File: src/rtl/multicycle_control.sv
// Multi-cycle MIPS control FSM: FETCH/DECODE/EXEC/MEM/WB/TRAP sequencing with a
// variable-latency memory handshake, prioritised interrupts and a registered trap cause.
module multicycle_control #(
    parameter int IRQ_N = 4
) (
    input  logic             clk,
    input  logic             reset,
    input  logic [5:0]       OpCode,
    input  logic [5:0]       Funct,
    input  logic             ker,
    input  logic [IRQ_N-1:0] irq,
    input  logic             mem_ready,
    input  logic             br_taken,
    output logic             PCWrite,
    output logic [2:0]       PCSrc,
    output logic             IRWrite,
    output logic             RegWrite,
    output logic [1:0]       RegDst,
    output logic             MemRead,
    output logic             MemWrite,
    output logic [1:0]       MemtoReg,
    output logic             ALUSrc1,
    output logic             ALUSrc2,
    output logic             ExtOp,
    output logic             LuOp,
    output logic             sign,
    output logic [5:0]       ALUFun,
    output logic [IRQ_N-1:0] irq_ack,
    output logic [4:0]       cause,
    output logic [2:0]       state
);
    typedef enum logic [2:0] {
        S_FETCH  = 3'd0,
        S_DECODE = 3'd1,
        S_EXEC   = 3'd2,
        S_MEM    = 3'd3,
        S_WB     = 3'd4,
        S_TRAP   = 3'd5
    } state_t;

    state_t           r_state;
    logic             r_fetch_first;
    logic [4:0]       r_cause;
    logic [IRQ_N-1:0] r_irq_ack;

    logic [IRQ_N:0]   w_irq_below;
    logic [IRQ_N-1:0] w_irq_onehot;
    logic [3:0]       w_irq_idx;
    logic             w_irq_take;
    logic             w_rtype, w_rtype_legal, w_legal;
    logic             w_branch, w_j, w_jal, w_jr, w_jalr, w_load, w_store;
    logic [5:0]       w_alufun;

    // Lowest-index request wins: each line is masked by any lower line.
    assign w_irq_below[0] = 1'b0;
    generate
        for (genvar gi = 0; gi < IRQ_N; gi++) begin : g_prio
            assign w_irq_below[gi+1] = w_irq_below[gi] | irq[gi];
            assign w_irq_onehot[gi]  = irq[gi] & ~w_irq_below[gi];
        end
    endgenerate

    always_comb begin
        w_irq_idx = '0;
        for (int i = 0; i < IRQ_N; i++) begin
            if (w_irq_onehot[i]) w_irq_idx = w_irq_idx | 4'(i);
        end
    end

    assign w_irq_take = (r_state == S_FETCH) && r_fetch_first && w_irq_below[IRQ_N] && !ker;

    assign w_rtype  = (OpCode == 6'h00);
    assign w_branch = (OpCode == 6'h01) || (OpCode inside {[6'h04:6'h07]});
    assign w_j      = (OpCode == 6'h02);
    assign w_jal    = (OpCode == 6'h03);
    assign w_jr     = w_rtype && (Funct == 6'h08);
    assign w_jalr   = w_rtype && (Funct == 6'h09);
    assign w_load   = (OpCode == 6'h23);
    assign w_store  = (OpCode == 6'h2B);

    always_comb begin
        w_rtype_legal = Funct inside {6'h00, 6'h02, 6'h03, 6'h08, 6'h09, [6'h20:6'h27], 6'h2A};
        w_legal       = w_rtype ? w_rtype_legal
                                : (OpCode inside {[6'h01:6'h0C], 6'h0F, 6'h23, 6'h2B});
    end

    always_comb begin
        w_alufun = 6'b000000;
        if (w_rtype) begin
            case (Funct)
                6'h22, 6'h23: w_alufun = 6'b000001;
                6'h24:        w_alufun = 6'b011000;
                6'h25:        w_alufun = 6'b011110;
                6'h26:        w_alufun = 6'b010110;
                6'h27:        w_alufun = 6'b010001;
                6'h2A:        w_alufun = 6'b110101;
                6'h00:        w_alufun = 6'b100000;
                6'h02:        w_alufun = 6'b100001;
                6'h03:        w_alufun = 6'b100011;
                default:      w_alufun = 6'b000000;
            endcase
        end else begin
            case (OpCode)
                6'h0C:        w_alufun = 6'b011000;
                6'h0F:        w_alufun = 6'b011010;
                6'h0A, 6'h0B: w_alufun = 6'b110101;
                6'h04:        w_alufun = 6'b110011;
                6'h05:        w_alufun = 6'b110001;
                6'h06:        w_alufun = 6'b111101;
                6'h07:        w_alufun = 6'b111011;
                6'h01:        w_alufun = 6'b111111;
                default:      w_alufun = 6'b000000;
            endcase
        end
    end

    always_ff @(posedge clk) begin
        if (reset) begin
            r_state       <= S_FETCH;
            r_fetch_first <= 1'b1;
            r_cause       <= 5'd0;
            r_irq_ack     <= '0;
        end else begin
            r_irq_ack     <= '0;
            r_fetch_first <= 1'b0;
            case (r_state)
                S_FETCH: begin
                    if (w_irq_take) begin
                        r_state   <= S_TRAP;
                        r_irq_ack <= w_irq_onehot;
                        r_cause   <= {1'b0, w_irq_idx};
                    end else if (mem_ready) begin
                        r_state <= S_DECODE;
                    end
                end
                S_DECODE: begin
                    if (w_legal) begin
                        r_state <= S_EXEC;
                    end else begin
                        r_state <= S_TRAP;
                        r_cause <= 5'b10000;
                    end
                end
                S_EXEC: begin
                    if (w_branch || w_j || w_jal || w_jr || w_jalr) begin
                        r_state       <= S_FETCH;
                        r_fetch_first <= 1'b1;
                    end else if (w_load || w_store) begin
                        r_state <= S_MEM;
                    end else begin
                        r_state <= S_WB;
                    end
                end
                S_MEM: begin
                    if (mem_ready) begin
                        r_state       <= w_load ? S_WB : S_FETCH;
                        r_fetch_first <= !w_load;
                    end
                end
                default: begin
                    r_state       <= S_FETCH;
                    r_fetch_first <= 1'b1;
                end
            endcase
        end
    end

    always_comb begin
        PCWrite  = 1'b0;
        PCSrc    = 3'd0;
        IRWrite  = 1'b0;
        RegWrite = 1'b0;
        RegDst   = 2'd0;
        MemRead  = 1'b0;
        MemWrite = 1'b0;
        MemtoReg = 2'd0;
        ALUSrc1  = 1'b0;
        ALUSrc2  = 1'b0;
        ExtOp    = 1'b0;
        LuOp     = 1'b0;
        sign     = 1'b0;
        ALUFun   = 6'b000000;
        if (!reset) begin
            case (r_state)
                S_FETCH: begin
                    if (!w_irq_take) begin
                        MemRead = 1'b1;
                        IRWrite = mem_ready;
                        PCWrite = mem_ready;
                    end
                end
                S_EXEC: begin
                    ALUSrc1 = w_rtype && (Funct inside {6'h00, 6'h02, 6'h03});
                    ALUSrc2 = (OpCode >= 6'h08);
                    ExtOp   = OpCode inside {6'h01, [6'h04:6'h08], 6'h0A, 6'h23, 6'h2B};
                    LuOp    = (OpCode == 6'h0F);
                    sign    = (OpCode != 6'h0B);
                    ALUFun  = w_alufun;
                    if (w_branch) begin
                        PCWrite = br_taken;
                        PCSrc   = 3'd1;
                    end else if (w_j || w_jal) begin
                        PCWrite  = 1'b1;
                        PCSrc    = 3'd2;
                        RegWrite = w_jal;
                        RegDst   = w_jal ? 2'd2 : 2'd0;
                        MemtoReg = w_jal ? 2'd2 : 2'd0;
                    end else if (w_jr || w_jalr) begin
                        PCWrite  = 1'b1;
                        PCSrc    = 3'd3;
                        RegWrite = w_jalr;
                        MemtoReg = w_jalr ? 2'd2 : 2'd0;
                    end
                end
                S_MEM: begin
                    MemRead  = w_load;
                    MemWrite = w_store;
                end
                S_WB: begin
                    RegWrite = 1'b1;
                    RegDst   = w_rtype ? 2'd0 : 2'd1;
                    MemtoReg = w_load ? 2'd1 : 2'd0;
                end
                S_TRAP: begin
                    RegWrite = 1'b1;
                    RegDst   = 2'd3;
                    MemtoReg = 2'd2;
                    PCWrite  = 1'b1;
                    PCSrc    = r_cause[4] ? 3'd5 : 3'd4;
                end
                default: ;
            endcase
        end
    end

    assign state   = r_state;
    assign cause   = r_cause;
    assign irq_ack = r_irq_ack;
endmodule
File: config.mk
export PLATFORM = sky130hd
export DESIGN_NAME = multicycle_control
export DESIGN_NICKNAME = d
export VERILOG_FILES = /design/src/rtl/multicycle_control.sv
export SDC_FILE = /design/constraint.sdc
export NUM_CORES = 1
export LEC_CHECK = 0
export ABC_AREA = 0
export CAP_MARGIN = 20
export CORE_MARGIN = 4
export CORE_UTILIZATION = 38
export DETAILED_ROUTE_END_ITERATION = 8
export PLACE_DENSITY = 0.76
export REMOVE_ABC_BUFFERS = 1
export SYNTH_ARGS = -nofsm -noshare
export SYNTH_HDL_FRONTEND = slang
export SYNTH_SLANG_ARGS = --single-unit
File: constraint.sdc
create_clock -name clk -period 2.15 [get_ports clk]
set_input_delay 0.5375 -clock clk [delete_from_list [all_inputs] [get_ports clk]]
set_output_delay 0.5375 -clock clk [all_outputs]
set_load 0.1 [all_outputs]
==> metrics.cfg, run 1 <==
[synth]
syn_avg_cell_area_um2 = 6.65
synth.top_cell.area_share_pct = 17.2
synthSimpleGateAreaFrac_pct = 42.0
synth_compound_area_share_pct = 26.6
yosysSeqAreaShare_pct = 17.2
synth_top_family_by_area = simple AND/OR/NAND/NOR gates
yosys.area_share.adder_pct = 3.90
synth_area_mm2 = 0.00128
synth_mux_area_share_pct = 0
synth_top_area_cell = dfxtp_1
yosys_warnings = 0
synth_edf_count = 0
synth_ff_type = dfxtp_1
synth.area.top_cells = dfxtp_1 17%, nor2_1 7.3%, o21ai_0 5.5%
synth_xor_xnor_area_share_pct = 0.682
syn_inst = 193
synth_async_sr_flop_share_pct = 0
synth-seq-cells = 11
synth.distinct_cells = 48

[clock_network]
htreeDepth = 1
cts.sinks = 11
post_cts_resized = 216
cts_root_buffer = clkbuf_4
hold_buffers = 0
cts_buffers = 3
clockBufferDepth = 2
cts_setup_buffers = 25

[run_status]
status = stopped before the end
haltStage = 4_1_cts
error = [ERROR DPL-0033] detailed placement checks failed during check placement.

[die]
die_x_um = 66.1
chipHeight_um = 66.1
std_cell_rows = 20
pin_count = 56
initial_core_util_pct = 40.7

[placement]
place_congestion = 0.933
hpwl_um = 3840
io_buffers = 53

-- per-stage QoR --
step	hold slack, ns	TNS [ns]	cell area, µm²	setup WS, ns	instances
after global placement	0.464	-17.10	2420	-0.805	327
after floorplan	0.597	-40.58	1200	-3.05	178
after detailed placement	0.479	-17.50	2420	-0.897	327
-- kinds of logic after synthesis --
| kind of cell | count (synthesis) |
|---|---|
| AOI/OAI and AO/OA | 50 |
| xor gates and xnor gates | 1 |
| adders and majority gates | 4 |
| buffers and inverters | 26 |
| DFF | 11 |
| other | 1 |
| and+or+nand+nor | 100 |
-- cells in the mapped netlist, drive strengths merged (2+ instances only) --
cell type and count:
or3 3, nor2b 6, o21ai 14, buf 9, nor3 12, a211oi 4
nand2b 7, nor4 5, a311oi 2, nand4 4, clkbuf 7, a31oi 2
nand2 14, and3 4, o211ai 2, a31o 2, a21o 2, dfxtp 11
nand3 8, a21boi 3, or2 3, ha 4, nor2 26, inv 10
nor3b 2, a21oi 13
==> run 2: changes to the inputs <==
- CORE_AREA: default -> 4 4 65 67
- CORE_MARGIN: 4 -> default
- CORE_UTILIZATION: 38 -> default
- DIE_AREA: default -> 0 0 69 71
- PLACE_DENSITY: 0.76 -> default
- PLACE_DENSITY_LB_ADDON: default -> 0.15
- clock period: 2.15 -> 2.79 ns (I/O delays scaled with it)
==> run 2 against run 1 <==
Against the previous run:
- the flow now finishes, with violations (negative setup slack)
- synthesized cell count unchanged
- synthesized area unchanged
==> metrics.cfg, run 2 <==
[run_status]
status = finished with violations
violations = negative setup slack

[hold_path]
hold_path_end = cause[1]
hold_path.class = reg -> reg
worstHoldStart = cause[1]
min_path_cells = 1

[synth]
synth.distinct_cells = 48  ; unchanged
yosysSeqAreaShare_pct = 17.2  ; unchanged
syn_inst = 193  ; unchanged
yosys_warnings = 0  ; unchanged
synth_ff_type = dfxtp_1
synth_area_mm2 = 0.00128  ; unchanged
synth.area.top_cells = dfxtp_1 17%, nor2_1 7.3%, o21ai_0 5.5%
synth_top_area_cell = dfxtp_1
synth_async_sr_flop_share_pct = 0  ; unchanged
synth_common_cells = 25 x nor2_1, 14 x nand2_1, 14 x o21ai_0
syn_avg_cell_area_um2 = 6.65  ; unchanged
yosysMostFrequentCell = nor2_1
synth.top_cell.area_share_pct = 17.2  ; unchanged
synth_edf_count = 0  ; unchanged
synth-seq-cells = 11  ; unchanged

[placement]
place_congestion = 0.858  ; -8.0%
hpwl_um = 3590  ; -6.6%
dp_cells = 325  ; -0.61%
io_buffers = 53  ; unchanged

[timing]
setup_ws_ns = -0.111
skew_ns = 0.00432
hold_viol = 0
finalSetupViolations = 10
min_period_ns = 2.90
drv_slew = 0
rsz0062_at_grt = yes
fmax_mhz = 345
fin_crit_sh_pct = 104

[clock_network]
htreeDepth = 1  ; unchanged
clockBufferDepth = 2  ; unchanged
cts_buffers = 3  ; unchanged
cts_tree = done
cts_root_buffer = clkbuf_8
clkSlewWorstSetupHoldPaths_ns = 0.05
cts.sinks = 11  ; unchanged
hold_buffers = 0  ; unchanged
clk_latency_ns = 0.25

[detailed_routing]
viasPerCell = 5.45
routedWlPerCell_um = 15.7
wl_um = 5480
firstDrtPassIters = 4
ant_nets = 0
drc = 0
vias = 1896
drt_iter0_drc = 126

[worst_setup_path]
start_kind = input port
cpPeakStageDelay_ns = 0.40
reg2reg_setup_slack_ns = 1.02
critPathCaptureType = primary output
path_class = in -> out
required_ns = 2.09
r2r_start = state[0]
cp_cell_sequence = buf_8 -> nor4_4 -> nand4_1 -> nor3_2 -> nand4_1 -> nand2b_1 -> buf_12
crit_slowest_cell = nor4_4
path_buf_inv = 2
crit_path_frequent_cell = nand4_1
cp_max_fo = 4
worstReg2RegEnd = cause[1]
worst_ep_arrival_time_ns = 2.20
r2r_cells = 6
critPathTopFamily = simple AND/OR/NAND/NOR gates

[die]
std_cell_rows = 22  ; +10%
die_x_um = 69  ; +4.4%
pin_count = 56  ; unchanged
chipHeight_um = 71  ; +7.4%
core_mm2 = 0.00363
die_area_mm2 = 0.00490
initial_core_util_pct = 35.3  ; -5.4 points

[global_routing]
overflow = 0
grt_pass1_vias = 1788
grt_pass1_wl_um = 8450
antenna_found_initial = 0
grt_max_degree = 19
grt.total_usage_pct = 20.8

[pwr]
power.density_mw_per_mm2 = 523
leakage_uw = 0.00121
peakVddDrop_mv = 0.688

[final_layout]
antenna_cells = 0
drive_gt1_share_pct = 57.0
syn2layout_area_growth_pct = 121
largest_register_ffs = 4
fin_util_pct = 78.0
layout_common_cells = 70 x buf_4, 23 x buf_12, 16 x nor2_1, 13 x nand2_1
fillCellCount = 242
instances_no_fill = 348
final_common_cell = buf_4
layout.nets = 326

[job]
drv_cap = 0

==> run 2: cell counts after synthesis <==
No cell type changed its count.
==> run 2: per-layer routing <==
layer / part of all wire, % / vias up / global-route usage (%)
li1: - / 902 / -
met1: 38 / 889 / 23.9
met2: 52 / 87 / 37.7
met3: 7.0 / 18 / 4.12
met4: 2.9 / 0 / 7.81
met5: 0 / - / 0
==> run 2: how the worst max path moves through the flow <==
stage | to | from | cells after the start
after floorplan | LuOp | state[1] | 3
after global placement | ALUFun[2] | OpCode[0] | 8
after detailed placement | PCSrc[0] | OpCode[0] | 9
after CTS | MemtoReg[1] | OpCode[5] | 7
after global routing | ALUFun[1] | OpCode[0] | 9
final | MemtoReg[1] | OpCode[2] | 7
==> run 2: power by group <==
part           internal, µW  total, µW  switching (µW)
registers               190        220            30.3
clock network           101        168            67.4
logic                   366       1090             726
==> run 2: per-stage QoR <==
step	hold WS [ns]	instance area (µm²)	setup TNS [ns]	total power [µW]	setup WS [ns]
2_1_floorplan	0.597	1200	-29.61	860	-2.57
3_3_place_gp	0.468	2350	-7.13	1200	-0.489
3_5_place_dp	0.486	2350	-7.59	1210	-0.507
4_1_cts	0.498	2640	-0.0164	1440	-0.0164
5_1_grt	0.506	2830	-1.02	1550	-0.189
6_report	0.496	2830	-0.389	1480	-0.111
==> run 2: cells by family after synthesis <==
kind of cell,share of synthesized area (%)
buffers and inverters,9.36
xor gates and xnor gates,0.682
other,0.292
AOI/OAI and AO/OA,26.6
and+or+nand+nor,42.0
DFF,17.2
adders and majority gates,3.90
==> run 2: cell type report <==
class / instances / area (µm²) / area share (%)
clock buffer: 4 / 45.0 / 1.59
inverter: 10 / 40.0 / 1.41
multi-input combinational: 157 / 1240 / 43.9
sequential: 11 / 221 / 7.81
tap: 48 / 60.1 / 2.12
timing repair buffer: 118 / 1220 / 43.2
==> run 2: timing repair <==
item,in CTS,in global routing
endpoints found under the setup margin,22,15
buffers inserted,15,4
pin swaps,19,21
hold endpoints to repair,0,0
gates resized for setup,83,48
Note: power is estimated with default switching activity, not from simulation.
==> run 3: changes to the inputs <==
- REMOVE_ABC_BUFFERS: 1 -> default
- SLEW_MARGIN: default -> 0
==> run 3 against run 2 <==
Against the previous run:
- the run now ends clean
- sequential cell count is the same
- maximum frequency grew 5.4%
- register-to-register slack gained 0.09 ns
- combinational power is essentially flat
- clock skew shrank 0.0029 ns
- clock-buffer cell count is the same
- non-clock buffer count shrank 15
- clock power shrank 2%
- critical path type unchanged
==> metrics.cfg, run 3 (same netlist as run 2, synthesis figures left out) <==
[timing]
min_period_ns = 2.75  ; -0.150 ns
rsz0062_at_grt = yes
skew_ns = 0.00145  ; -0.00287 ns
tns_ns = 0  ; +0.389 ns
fmax_mhz = 363  ; +5.4%
finalSetupViolations = 0  ; -10
fin_crit_sh_pct = 98.6  ; -5.4 points
drv_slew = 0  ; unchanged
hold_viol = 0  ; unchanged

[run_status]
status = finished, final reports clean

[clock_network]
cts_root_buffer = clkbuf_8
clkSlewWorstSetupHoldPaths_ns = 0.05  ; about the same
cts_buffers = 3  ; unchanged
cts.sinks = 11  ; unchanged
cts_tree = done
htreeDepth = 1  ; unchanged
clockBufferDepth = 2  ; unchanged
clk_latency_ns = 0.24  ; about the same

[die]
die_x_um = 69  ; unchanged
std_cell_rows = 22  ; unchanged
die_area_mm2 = 0.00490  ; unchanged
chipHeight_um = 71  ; unchanged
initial_core_util_pct = 35.3  ; unchanged
core_mm2 = 0.00363  ; unchanged
pin_count = 56  ; unchanged

[detailed_routing]
viasPerCell = 5.32  ; -2.4%
routedWlPerCell_um = 14.7  ; -6.4%
drt_iter0_drc = 154  ; +22%
ant_nets = 0  ; unchanged
firstDrtPassIters = 5  ; +1
wl_um = 4910  ; -10%
drc = 0  ; unchanged
vias = 1771  ; -6.6%

[pwr]
peakVddDrop_mv = 0.264  ; -62%
power.density_mw_per_mm2 = 535  ; +2.4%
leakage_uw = 0.00119  ; -1.4%
finalPower_uw = 1510  ; +1.6%

[global_routing]
grt_pass1_wl_um = 7890  ; -6.6%
grt_max_degree = 20  ; +1
overflow = 0  ; unchanged
grt.total_usage_pct = 18.9  ; -1.8 points
antenna_found_initial = 0  ; unchanged
grt_pass1_vias = 1752  ; -2.0%

[final_layout]
fin_area_mm2 = 0.00281  ; -0.75%
layout.nets = 311  ; -4.6%
antenna_cells = 0  ; unchanged
syn2layout_area_growth_pct = 119
regArea_um2 = 231  ; +4.5%
multi_input_area_mm2 = 0.00131  ; +4.9%
fin_util_pct = 77.4  ; -0.59 points
drive_gt1_share_pct = 56.8  ; -0.16 points
final_common_cell = buf_4
layout_common_cells = 58 x buf_4, 23 x buf_12, 13 x nor2_1, 11 x nand2_1, 10 x nor2_2
fillCellCount = 273  ; +13%
largest_register_ffs = 4  ; unchanged

[placement]
io_buffers = 53  ; unchanged
dpl-instance-area_mm2 = 0.00258  ; +10%
hpwl_um = 3650  ; +1.9%
place_congestion = 0.881  ; +2.7%

[worst_setup_path]
path_class = in -> out
cp-endpoint = ALUFun[3]
cp_max_fo = 4  ; unchanged
worst_ep_arrival_time_ns = 2.05  ; -0.15 ns
worstReg2RegEnd = cause[1]
crit_path_start = Funct[4]
r2r_cells = 6  ; unchanged
r2r_start = state[0]
start_kind = input port
required_ns = 2.09  ; about the same
critPathCaptureType = primary output
reg2reg_setup_slack_ns = 1.11  ; +0.09 ns

[job]
drv_cap = 0  ; unchanged

[hold_path]
hold_path.class = reg -> reg

## run 3: cell count changes in the layout (fill, tap and decap cells not counted), sizes merged
cell,change
dlymetal6s2s,+4
buf,-14
clkdlybuf4s50,-1
dlygate4sd2,-2
clkbuf,-2
## run 3: how the worst min path moves through the flow
stage / start / to / slack [ns] / cells after the start
2_1_floorplan: r_fetch_first / irq_ack[0] / 0.60 / 2
3_3_place_gp: cause[4] / cause[4] / 0.48 / 2
3_5_place_dp: cause[0] / cause[0] / 0.50 / 1
4_1_cts: cause[0] / cause[0] / 0.51 / 1
5_1_grt: cause[1] / cause[1] / 0.52 / 1
6_report: cause[0] / cause[0] / 0.50 / 1
## run 3: stage by stage
step           worst slack [ns]  cells  hold WS, ns
2_1_floorplan            -0.400    194        0.597
3_3_place_gp             -0.437    324        0.479
3_5_place_dp             -0.482    324        0.495
4_1_cts                 -0.0256    331        0.507
5_1_grt                 -0.0652    333        0.520
6_report                 0.0387    333        0.502
## run 3: report_power, final
| part | switching (µW) | internal (µW) | leakage (µW) |
|---|---|---|---|
| clock network | 62.9 | 101 | 0.0000228 |
| registers | 55.0 | 200 | 0.0000919 |
| logic | 712 | 375 | 0.00107 |
## run 3: final cells by class
type	instances	share of cell area [%]
multi-input cells	157	46.4
repair buffers	103	39.9
flip-flops and latches	11	8.23
inverters	10	1.69
well taps	48	2.14
clock buffers	4	1.60
## run 3: timing repair
item,in CTS,in global routing
pin swaps,19,17
endpoints found under the setup margin,22,13
setup buffers,4,3
hold buffers,0,0
gates resized for setup,69,22
## run 3: worst max-delay path: stages
cell           delay [ns]
dlygate4sd2_1        0.27
buf_4                0.16
nor2_2               0.16
nand3_1              0.16
nor3_2               0.19
a31oi_1              0.07
nor2_2               0.15
buf_12               0.19
## run 3: metal layers
metal / global-route usage, % / vias to the layer above / wire (µm)
met3: 3.13 / 6 / 238
li1: - / 869 / -
met2: 34.5 / 57 / 2680
met5: 0 / - / 0
met4: 5.86 / 0 / 48
met1: 22.6 / 839 / 1940
==> run 4: changes to the inputs <==
- CTS_CLUSTER_SIZE: default -> 10
==> results of run 4 <==
No change in the layout: final DEF, timing and power equal those of run 3.
